<file path="config.mk">
export PLATFORM = sky130hd
export DESIGN_NAME = uart_tx_ctrl_flat
export DESIGN_NICKNAME = d
export VERILOG_FILES = /design/src/rtl/uart_tx_ctrl_if.sv /design/src/rtl/uart_tx_ctrl.sv /design/src/flat_wrapper.sv
export SDC_FILE = /design/constraint.sdc
export NUM_CORES = 1
export LEC_CHECK = 0
export ABC_AREA = 1
export BUFFER_PORTS_ARGS = -buffer_cell sky130_fd_sc_hd__buf_2
export CORE_MARGIN = 2
export CORE_UTILIZATION = 54
export DETAILED_ROUTE_END_ITERATION = 7
export PLACE_DENSITY = 0.8
export SLEW_MARGIN = 0
export SYNTH_ARGS = -nofsm -noshare
export SYNTH_HDL_FRONTEND = slang
export SYNTH_SLANG_ARGS = --single-unit
</file>
<file path="constraint.sdc">
create_clock -name clk -period 1.5 [get_ports clk]
set_input_delay 0.075 -clock clk [delete_from_list [all_inputs] [get_ports clk]]
set_output_delay 0.075 -clock clk [all_outputs]
set_load 0.05 [all_outputs]
</file>
<file path="src/rtl/uart_tx_ctrl_if.sv">
// -----------------------------------------------------------------------------
// uart_tx_ctrl_if
//
// Purpose:
//   Groups the byte-request handshake and the per-cycle frame outputs of the
//   UART transmit frame controller into one bundle.
//
// Signals:
//   p_data     [DATA_WIDTH]  parallel word to transmit (source -> controller)
//   data_valid [1]           p_data valid, honoured only while idle
//   par_en     [1]           1 = insert a parity bit after the data bits
//   par_typ    [1]           0 = even parity, 1 = odd parity
//   mux_sel    [2]           frame-bit select: 00 start, 01 data, 10 parity,
//                            11 stop/idle (controller -> TX mux)
//   ser_data   [1]           current data bit, LSB first
//   par_bit    [1]           parity of the latched word
//   busy       [1]           frame in progress; new requests are ignored
//
// Modports:
//   master  the data source / TX mux side
//   slave   the frame controller
// -----------------------------------------------------------------------------
interface uart_tx_ctrl_if #(
  parameter int DATA_WIDTH = 8
);

  logic [DATA_WIDTH-1:0] p_data;
  logic                  data_valid;
  logic                  par_en;
  logic                  par_typ;
  logic [1:0]            mux_sel;
  logic                  ser_data;
  logic                  par_bit;
  logic                  busy;

  modport master (
    output p_data,
    output data_valid,
    output par_en,
    output par_typ,
    input  mux_sel,
    input  ser_data,
    input  par_bit,
    input  busy
  );

  modport slave (
    input  p_data,
    input  data_valid,
    input  par_en,
    input  par_typ,
    output mux_sel,
    output ser_data,
    output par_bit,
    output busy
  );

endinterface : uart_tx_ctrl_if

</file>
<file path="src/rtl/uart_tx_ctrl.sv">
// -----------------------------------------------------------------------------
// uart_tx_ctrl
//
// Purpose:
//   Frame controller and serializer for the UART transmitter, sitting directly
//   upstream of the registered TX output mux. A parallel word accepted on
//   data_valid is walked through start, data (LSB first), optional parity and
//   stop, one frame bit per clk cycle (clk is the baud-rate clock).
//
// Ports:
//   clk   baud-rate clock, rising edge active
//   rst   asynchronous, active-low reset
//   bus   uart_tx_ctrl_if.slave: p_data, data_valid, par_en, par_typ in;
//         mux_sel, ser_data, par_bit, busy out
//
// Parameters:
//   DATA_WIDTH  data bits per frame, 5..9
//
// Build options:
//   UART_TX_STOP2_EN  when defined, the stop bit lasts two cycles (extra STOP2
//                     state); when undefined, a single stop cycle and no extra
//                     state is built.
// -----------------------------------------------------------------------------
module uart_tx_ctrl #(
  parameter int DATA_WIDTH = 8
) (
  input  logic           clk,
  input  logic           rst,
  uart_tx_ctrl_if.slave  bus
);

  localparam int CNT_W = (DATA_WIDTH > 1) ? $clog2(DATA_WIDTH) : 1;
  localparam logic [CNT_W-1:0] LAST_BIT = CNT_W'(DATA_WIDTH - 1);

  localparam logic [1:0] SEL_START  = 2'b00;
  localparam logic [1:0] SEL_DATA   = 2'b01;
  localparam logic [1:0] SEL_PARITY = 2'b10;
  localparam logic [1:0] SEL_STOP   = 2'b11;

  typedef enum logic [2:0] {
    IDLE,
    START,
    DATA,
    PARITY,
    STOP
`ifdef UART_TX_STOP2_EN
    , STOP2
`endif
  } state_t;

  state_t                state_reg;
  logic [DATA_WIDTH-1:0] shift_reg;
  logic [CNT_W-1:0]      cnt_reg;
  logic                  par_en_reg;
  logic                  par_bit_reg;
  logic [1:0]            mux_sel_reg;
  logic                  busy_reg;

  // mux_sel and busy are loaded together with the state they belong to, so
  // they are pure functions of the state register and never follow inputs
  // combinationally. par_typ only matters at acceptance; its effect is
  // captured in par_bit_reg, which stays stable for the whole frame.
  always_ff @(posedge clk or negedge rst) begin
    if (!rst) begin
      state_reg   <= IDLE;
      shift_reg   <= '0;
      cnt_reg     <= '0;
      par_en_reg  <= 1'b0;
      par_bit_reg <= 1'b0;
      mux_sel_reg <= SEL_STOP;
      busy_reg    <= 1'b0;
    end else begin
      case (state_reg)
        IDLE: begin
          mux_sel_reg <= SEL_STOP;
          busy_reg    <= 1'b0;
          if (bus.data_valid) begin
            shift_reg   <= bus.p_data;
            par_en_reg  <= bus.par_en;
            par_bit_reg <= (^bus.p_data) ^ bus.par_typ;
            state_reg   <= START;
            mux_sel_reg <= SEL_START;
            busy_reg    <= 1'b1;
          end
        end

        START: begin
          cnt_reg     <= '0;
          state_reg   <= DATA;
          mux_sel_reg <= SEL_DATA;
          busy_reg    <= 1'b1;
        end

        DATA: begin
          // shift_reg[0] is on ser_data during this cycle; advance to the
          // next bit for the following one.
          shift_reg <= {1'b0, shift_reg[DATA_WIDTH-1:1]};
          cnt_reg   <= cnt_reg + CNT_W'(1);
          busy_reg  <= 1'b1;
          if (cnt_reg == LAST_BIT) begin
            if (par_en_reg) begin
              state_reg   <= PARITY;
              mux_sel_reg <= SEL_PARITY;
            end else begin
              state_reg   <= STOP;
              mux_sel_reg <= SEL_STOP;
            end
          end else begin
            mux_sel_reg <= SEL_DATA;
          end
        end

        PARITY: begin
          state_reg   <= STOP;
          mux_sel_reg <= SEL_STOP;
          busy_reg    <= 1'b1;
        end

        STOP: begin
          mux_sel_reg <= SEL_STOP;
`ifdef UART_TX_STOP2_EN
          state_reg   <= STOP2;
          busy_reg    <= 1'b1;
`else
          state_reg   <= IDLE;
          busy_reg    <= 1'b0;
`endif
        end

`ifdef UART_TX_STOP2_EN
        STOP2: begin
          state_reg   <= IDLE;
          mux_sel_reg <= SEL_STOP;
          busy_reg    <= 1'b0;
        end
`endif

        default: begin
          state_reg   <= IDLE;
          mux_sel_reg <= SEL_STOP;
          busy_reg    <= 1'b0;
        end
      endcase
    end
  end

  assign bus.mux_sel  = mux_sel_reg;
  assign bus.busy     = busy_reg;
  assign bus.ser_data = shift_reg[0];
  assign bus.par_bit  = par_bit_reg;

endmodule : uart_tx_ctrl

</file>
<file path="src/flat_wrapper.sv">
// flat-port wrapper written by rule: the top's interface ports become plain ports
module uart_tx_ctrl_flat 
#(
  parameter int DATA_WIDTH = 8
)
  (clk, rst, bus_p_data, bus_data_valid, bus_par_en, bus_par_typ, bus_mux_sel, bus_ser_data, bus_par_bit, bus_busy);
  uart_tx_ctrl_if #(.DATA_WIDTH(DATA_WIDTH)) bus_i ();
  input  logic clk;
  input  logic rst;
  input wire logic [$bits(bus_i.p_data)-1:0] bus_p_data;
  input wire logic [$bits(bus_i.data_valid)-1:0] bus_data_valid;
  input wire logic [$bits(bus_i.par_en)-1:0] bus_par_en;
  input wire logic [$bits(bus_i.par_typ)-1:0] bus_par_typ;
  output wire logic [$bits(bus_i.mux_sel)-1:0] bus_mux_sel;
  output wire logic [$bits(bus_i.ser_data)-1:0] bus_ser_data;
  output wire logic [$bits(bus_i.par_bit)-1:0] bus_par_bit;
  output wire logic [$bits(bus_i.busy)-1:0] bus_busy;
  assign bus_i.p_data = bus_p_data;
  assign bus_i.data_valid = bus_data_valid;
  assign bus_i.par_en = bus_par_en;
  assign bus_i.par_typ = bus_par_typ;
  assign bus_mux_sel = bus_i.mux_sel;
  assign bus_ser_data = bus_i.ser_data;
  assign bus_par_bit = bus_i.par_bit;
  assign bus_busy = bus_i.busy;
  uart_tx_ctrl #(.DATA_WIDTH(DATA_WIDTH)) u_core (.clk(clk), .rst(rst), .bus(bus_i));
endmodule
</file>
==> out/qor.yml, run 1 <==
status: "finished clean"
p_per_area_nw_per_um2: 2060
crit_buf_inv: 3
synth_cell_type_count: 27
synth_nets: 143
stdcell_count: 178
cp.required_ps: 1730
tightest_slew_ps: 432
drv_slew: 0
fin_skew_ps: 1.67
slew_headroom_pct: 71.2
dpl_cell_area_um2: 1160
cts.path.max_buffers: 2
whs_ps: 19.4
drc_errors: 0
first_pass_iters: 4
cp-end-kind: "flip-flop"
critPathKind: "reg -> reg"
nets: 167
antenna_found_initial: 0
ys_seq_area_share_pct: 45.0
seq_area_um2: 479
dieArea_um2: 2340
cts_tree: "done"
avgSynthCellArea_um2: 8.30
layout_min_cycle_time_ps: 1380
p_leak_nw: 0.647
start_util_pct: 55.9
drtAntennaViolNets: 0
path_cells: "inv_1 -> nand3_4 -> inv_8 -> or2_1 -> inv_1 -> a21oi_1 -> o21ai_0"
place_ws_ps: 87.3
core_um2: 1900
synth_seq_cells: 19
grt_max_degree: 20
max_stage_delay_ps: 420
gp_congestion: 0.787
timing.final.crit_share_pct: 92.2
crit_path_max_fanout: 14
syn_to_final_growth_pct: 15.7
setup_tns_ps: 0
largest_reg_flops: 8
gr-usage-all-layers_pct: 19.3
cts-root-buf: "clkbuf_4"
htree_levels: 1
hold_path.class: "in -> reg"
wirelength_um: 1980
vias_per_cell: 4.82
dieHeight_um: 48.4
dp_hpwl_um: 1480
rows: 16
num_antenna_cells: 0
cts_made_buffers: 3
cts_sinks: 19
design_area_um2: 1230
netlist_instances: 128
drive_gt1_share_pct: 25.8
cap_violations: 0
drtIter0Drc: 19
crit_path_start_kind: "flip-flop"
setup_slack_ps: 117
io_pins: 18
syn-cell-area_um2: 1060
wire_per_inst_um: 11.1
placed_cells: 172
grt_pass1_wl_um: 3550
clkSlewWorstSetupHoldPaths_ps: 110
multi_input_area_um2: 469
finalSetupViolCount: 0
grt_remaining_overflow: 0
final_hold_viol_count: 0
cp.arrival_ps: 1610
crit_slowest_cell: "dfrtp_1"
vias: 858
io_buffers: 17
max-vdd-ir-drop_mv: 1.04
ys_warn_count: 0
fillers: 166
fmax_mhz: 723
die_w_um: 48.4
grt_pass1_vias: 857
crit_top_cell: "inv_1"
cpLargestDelayFamily: "flip-flops"
insertion_delay_ps: 300
## cells by family after synthesis
family,synth area share [%]
simple gates,24.9
xor+xnor,0.825
fa+ha+maj,2.36
compound gates,15.3
flops,45.0
buf+inv,11.7
## layout make-up
type | count | area share (%)
Sequential cell | 19 | 39.0
Multi-Input combinational cell | 83 | 38.2
Timing Repair Buffer | 21 | 9.78
Inverter | 24 | 8.15
Tap cell | 27 | 2.75
Clock buffer | 4 | 2.14
## Yosys cell counts
cell / n / area share (%)
nor2_2: 2 / 1.2
a21oi_1: 5 / 2.4
buf_6: 1 / 1.1
inv_2: 1 / 0.35
o211ai_1: 2 / 1.4
inv_4: 1 / 0.59
dfstp_2: 2 / 4.9
o21ai_0: 7 / 3.3
nand3_1: 5 / 2.4
o211ai_2: 3 / 3.5
nor2_1: 2 / 0.71
nand2_2: 1 / 0.59
or2_1: 1 / 0.59
a31oi_1: 1 / 0.59
nor2_4: 1 / 1.1
buf_12: 1 / 1.9
nand2_1: 41 / 14
ha_1: 2 / 2.4
dfrtp_1: 17 / 40
inv_1: 22 / 7.8
a22o_1: 2 / 1.6
nand3_4: 1 / 1.6
xor2_1: 1 / 0.82
o21ai_2: 3 / 2.5
nand2_4: 1 / 1.1
nor3b_1: 1 / 0.71
nor3_1: 1 / 0.47
## layout by cell type, fill, tap and decap left out, types with 2 or more instances in the layout
cell type / n
a21oi_1: 5
nor2_1: 2
inv_1: 22
nor2_2: 2
buf_4: 2
buf_2: 17
o21ai_0: 7
nand3_1: 5
o211ai_2: 3
dfstp_2: 2
dfrtp_1: 16
dlygate4sd3_1: 2
o211ai_1: 2
o21ai_2: 3
nand2_1: 41
clkbuf_4: 3
a22o_1: 2
ha_1: 2
## stage by stage
step / power [mW] / util (%)
global placement: 2.17 / 61.3
detailed placement: 2.22 / 61.3
finish: 2.53 / 64.6
global route: 2.74 / 64.6
floorplan: 2.01 / -
CTS: 2.48 / 63.7
## path summary, 6_finish.rpt
kind,from,end,slack (ps),cells after the start
setup / recovery,u_core.state_reg[2],u_core.bus.mux_sel[1],120,7
hold / removal,bus_p_data[7],u_core.shift_reg[7],20,3
setup reg to reg,u_core.state_reg[2],u_core.bus.mux_sel[1],120,7
hold reg to reg,u_core.state_reg[2],u_core.bus.busy,480,1
max in group asynchronous,rst,u_core.bus.mux_sel[0],940,2
min in group asynchronous,rst,u_core.bus.par_bit,230,2
## report_power, final
group,internal [mW],switching (mW)
logic,0.443,0.929
registers,0.772,0.119
clock network,0.104,0.165
## layer usage
| metal | part of all wire (%) | GRT usage [%] | vias up |
|---|---|---|---|
| li1 | - | - | 447 |
| met3 | 4.1 | 3.09 | 2 |
| met2 | 47 | 31.5 | 22 |
| met4 | 0.91 | 7.14 | 0 |
| met1 | 48 | 26.0 | 387 |
| met5 | 0 | 0 | - |
## worst min-delay path, cell delays in order
cell	delay [ps]
buf_2	100
nand2_1	40
o21ai_0	70
## what timing repair did
action                                  4_1_cts  5_1_grt
gates resized for setup                       0        5
hold endpoints to repair                     18        0
setup buffers                                 0        0
endpoints found under the setup margin        0        4
hold buffers                                  2        0
Note: power is estimated with default switching activity, not from simulation.
==> inputs of run 2 (changes only) <==
--- a/config.mk
+++ b/config.mk
@@ -11,6 +11,7 @@
 export CORE_UTILIZATION = 54
 export DETAILED_ROUTE_END_ITERATION = 7
 export PLACE_DENSITY = 0.8
+export SETUP_SLACK_MARGIN = 0.15
 export SLEW_MARGIN = 0
 export SYNTH_ARGS = -nofsm -noshare
 export SYNTH_HDL_FRONTEND = slang
==> run 2 against run 1 <==
  * Clock power is essentially flat
  * Largest power group unchanged
  * Largest cell class is now multi-input gates
  * Sequential power grew 2.4%
  * Highest routed layer unchanged
  * Non-clock buffer count grew 11
  * Sequential cell count is the same
  * First-iteration DRC count grew 110%
  * Worst hold slack lost 9.7 ps
  * Via count grew 7.6%
  * Routed wire length grew 14%
  * Final area grew 9.0%
==> out/qor.yml, run 2 (synthesis results as in run 1) <==
status: "finished clean"
first_pass_iters: 4
die_w_um: 48.4
syn_to_final_growth_pct: 26.0
crit_path_max_fanout: 13
p_total_mw: 2.88
cts_sinks: 19
setup_slack_ps: 175
cp.arrival_ps: 1540
cp-end-kind: "flip-flop"
drtIter0Drc: 40
hp-start: "bus_p_data[7]"
seq_area_um2: 479
cts-root-buf: "clkbuf_4"
vias_per_cell: 4.88
timing.final.crit_share_pct: 88.4
grt_max_degree: 20
io_buffers: 17
rr_worst_depth: 6
crit_path_start_kind: "flip-flop"
p_per_area_nw_per_um2: 2150
grt_remaining_overflow: 0
fmax_mhz: 754
cts_made_buffers: 3
gr-usage-all-layers_pct: 19.9
fin_skew_ps: 7.71
vias: 923
rows: 16
slew_headroom_pct: 71.5
cts.path.max_buffers: 2
core_um2: 1900
finalSetupViolCount: 0
max-vdd-ir-drop_mv: 1.10
p_leak_nw: 0.712
cp.required_ps: 1710
num_antenna_cells: 0
dp_hpwl_um: 1480
drive_gt1_share_pct: 34.0
wirelength_um: 2260
grt_pass1_wl_um: 3680
layout_commonest_cell: "nand2_1"
grt_pass1_vias: 885
cts_tree: "done"
whs_ps: 9.63
io_pins: 18
critPathKind: "reg -> reg"
hold_path.class: "in -> reg"
drc_errors: 0
dpl_cell_area_um2: 1160
nets: 178
final_cell_mix: "nand2_1, inv_1, buf_2"
dieHeight_um: 48.4
design_area_um2: 1340
cap_violations: 0
insertion_delay_ps: 310
place_ws_ps: 87.3
layout_min_cycle_time_ps: 1330
reg2reg_from: "u_core.state_reg[0]"
gp_congestion: 0.787
dieArea_um2: 2340
antenna_found_initial: 0
drtAntennaViolNets: 0
r2r-end: "u_core.shift_reg[3]"
stdcell_count: 189
r2r_slack_ps: 170
fillers: 144
tightest_slew_ps: 428
cp-startpoint: "u_core.state_reg[0]"
multi_input_area_um2: 484
htree_levels: 1
setup_tns_ps: 0
placed_cells: 172
clkSlewWorstSetupHoldPaths_ps: 120
final_hold_viol_count: 0
fin_util_pct: 70.4
min_to: "u_core.shift_reg[7]"
start_util_pct: 55.9
whs_path_depth: 3
wire_per_inst_um: 12.0
rsz0062_at_grt: "no"
largest_reg_flops: 8
drv_slew: 0
[run 2: cell types whose count changed in the layout (fill, tap and decap cells not counted), sizes merged]
cell	change
buf	+11
[run 2: worst max-delay path, stage by stage, from the launching register on]
cell and delay (ps):
dfrtp_1 420, inv_2 80, nand3_4 150, buf_12 130, nand2_8 80, buf_4 150, o21ai_0 220
[run 2: worst max path at each step]
stage               slack [ps]                    end
floorplan                  280    u_core.shift_reg[6]
global placement           110    u_core.shift_reg[1]
detailed placement          90    u_core.shift_reg[1]
CTS                        150  u_core.bus.mux_sel[1]
global route               100    u_core.shift_reg[3]
finish                     170    u_core.shift_reg[3]
[run 2: final cells by class]
class,instances,share of cell area (%)
Sequential cell,19,35.8
Inverter,24,7.48
Timing Repair Buffer,32,16.1
Tap cell,27,2.52
Multi-Input combinational cell,83,36.2
Clock buffer,4,1.96
[run 2: power breakdown]
group	switching (mW)	leakage (nW)	internal (mW)
clock	0.168	0.0150	0.104
combinational	1.03	0.466	0.670
sequential	0.140	0.231	0.772
total	1.34	0.712	1.55
[run 2: what timing repair did]
item | CTS | global route
setup buffers | 1 | 10
endpoints found under the hold margin | 18 | 0
gates resized for setup | 5 | 7
pin swaps | 2 | 4
endpoints found under the setup margin | 10 | 12
cloned | 0 | 0
hold buffers | 2 | 0
[run 2: per-layer routing]
layer	up-vias	GRT usage (%)	share of wire, %
li1	472	-	-
met1	417	26.2	46
met2	30	33.6	47
met3	4	3.09	4.9
met4	0	7.14	1.6
met5	-	0	0
==> inputs of run 3 (changes only) <==
--- a/config.mk
+++ b/config.mk
@@ -7,12 +7,13 @@
 export LEC_CHECK = 0
 export ABC_AREA = 1
 export BUFFER_PORTS_ARGS = -buffer_cell sky130_fd_sc_hd__buf_2
+export CORE_ASPECT_RATIO = 0.75
 export CORE_MARGIN = 2
 export CORE_UTILIZATION = 54
 export DETAILED_ROUTE_END_ITERATION = 7
+export HOLD_SLACK_MARGIN = 0.02
 export PLACE_DENSITY = 0.8
 export SETUP_SLACK_MARGIN = 0.15
-export SLEW_MARGIN = 0
 export SYNTH_ARGS = -nofsm -noshare
 export SYNTH_HDL_FRONTEND = slang
 export SYNTH_SLANG_ARGS = --single-unit
==> run 3 against run 2 <==
  * Core utilization up 2.4 points
  * Register-to-register slack gained 20 ps
  * Via count grew 4.3%
  * Die area grew 0.17%
  * Final area fell by 2.7%
  * Sequential power increased by 0.4%
  * Non-clock buffer count decreased by 3
  * Critical path depth increased by 1
  * Routed wire length up 9.1%
  * Count of clock-buffer cells in the layout unchanged
  * Sequential cell count is the same
  * Cell count down 4.2%
==> out/qor.yml, run 3 (synthesis results as in run 1) <==
status: "finished clean"
tightest_slew_ps: 410
antenna_found_initial: 0
gp_congestion: 0.809
rsz0062_at_grt: "no"
stdcell_count: 181
critPathKind: "reg -> reg"
die_w_um: 55.2
design_area_um2: 1300
crit_slowest_cell: "dfrtp_1"
rows: 13
syn_to_final_growth_pct: 22.6
final_cell_mix: "nand2_1, inv_1, buf_2"
htree_levels: 1
cts-root-buf: "clkbuf_4"
num_antenna_cells: 0
switchingPower_mw: 1.32
insertion_delay_ps: 290
cp-end-kind: "flip-flop"
pwr-share-comb_pct: 58.8
p_int_mw: 1.51
grt_pass1_vias: 928
io_buffers: 17
crit_path_max_fanout: 13
cts_tree: "done"
start_util_pct: 59.4
hold_path.class: "in -> reg"
setup_tns_ps: 0
dp_hpwl_um: 1680
gr-usage-all-layers_pct: 21.1
path_cells: "inv_2 -> nand3_4 -> inv_6 -> or2_1 -> inv_2 -> a21oi_1 -> o21ai_0"
cp.arrival_ps: 1520
cp.required_ps: 1710
finalSetupViolCount: 0
largest_reg_flops: 8
placed_cells: 168
wire_per_inst_um: 13.6
io_pins: 18
dieArea_um2: 2340
p_leak_nw: 0.691
fin_skew_ps: 7.71
clock_power_share_pct: 8.9
p_sw_share_pct: 46.6
drv_slew: 0
vias: 963
max_stage_delay_ps: 430
drtIter0Drc: 33
p_per_area_nw_per_um2: 2180
dieHeight_um: 42.4
vias_per_cell: 5.32
cts.path.max_buffers: 2
drc_errors: 0
final_hold_viol_count: 0
crit_top_cell: "inv_2"
clkSlewWorstSetupHoldPaths_ps: 100
slew_headroom_pct: 72.7
cpLargestDelayFamily: "flip-flops"
layout_min_cycle_time_ps: 1310
max-vdd-ir-drop_mv: 1.70
grt_remaining_overflow: 0
p_total_mw: 2.84
drive_gt1_share_pct: 32.7
fmax_mhz: 766
core_um2: 1790
pwr-share-seq_pct: 32.3
drtAntennaViolNets: 0
fillers: 123
cts_sinks: 19
cts_made_buffers: 3
grt_pass1_wl_um: 3860
crit_path_start_kind: "flip-flop"
grt_max_degree: 20
dpl_cell_area_um2: 1170
nets: 175
crit_buf_inv: 3
timing.final.crit_share_pct: 87.1
cap_violations: 0
layout_commonest_cell: "nand2_1"
first_pass_iters: 4
wirelength_um: 2470
[run 3: path summary, 6_finish.rpt]
kind	from	endpoint	slack, ps	depth (start not counted)
worst max-delay path	u_core.state_reg[2]	u_core.bus.mux_sel[1]	190	7
worst min-delay path	bus_p_data[7]	u_core.shift_reg[7]	60	3
worst max register to register	u_core.state_reg[2]	u_core.bus.mux_sel[1]	190	7
worst min register to register	u_core.bus.par_bit	u_core.bus.par_bit	500	2
max in group asynchronous	rst	u_core.bus.mux_sel[0]	930	2
min in group asynchronous	rst	u_core.bus.busy	230	2
[run 3: metal layers]
layer	vias to the layer above	part of all wire, %	GRT usage (%)	routed length [um]
met1	434	40	25.9	992
met3	16	5.2	6.48	129
met2	42	48	33.1	1190
met5	-	0	0	0
li1	471	-	-	-
met4	0	6.4	11.7	157
[run 3: metrics by stage]
step           hold WS, ps  setup slack, ps  utilization, %
2_1_floorplan         -221              284               -
3_3_place_gp          24.4              179            65.2
3_5_place_dp          26.3             67.0            65.2
4_1_cts               54.1              162            69.2
5_1_grt               42.5              120            72.8
6_report              55.5              194            72.8
[run 3: timing repair]
action	in CTS	in global routing
setup endpoints to repair	7	9
hold endpoints to repair	20	0
buffers inserted	1	6
hold buffers	2	0
pin swaps	1	3
resized for setup	4	6
[run 3: layout make-up]
cell class	count	area, um^2	area share (%)
tap	22	27.5	2.11
sequential	19	479	36.8
multi-input combinational	83	479	36.8
inverter	24	97.6	7.49
timing repair buffer	29	193	14.8
clock buffer	4	26.3	2.02
[run 3: worst register-to-register path, stage by stage (launching register included)]
cell     delay, ps
dfrtp_1        430
inv_2          110
nand3_4        100
inv_6          110
or2_1          120
inv_2           60
a21oi_1        140
o21ai_0        140
[run 3: power by group through the flow]
stage,clock network (mW),logic [mW],registers [mW]
final,0.252,1.67,0.916
after detailed placement,0,1.36,0.902
after global placement,0,1.29,0.890
after global routing,0.278,1.82,0.939
after floorplan,0,0.901,1.11
after CTS,0.256,1.43,0.901
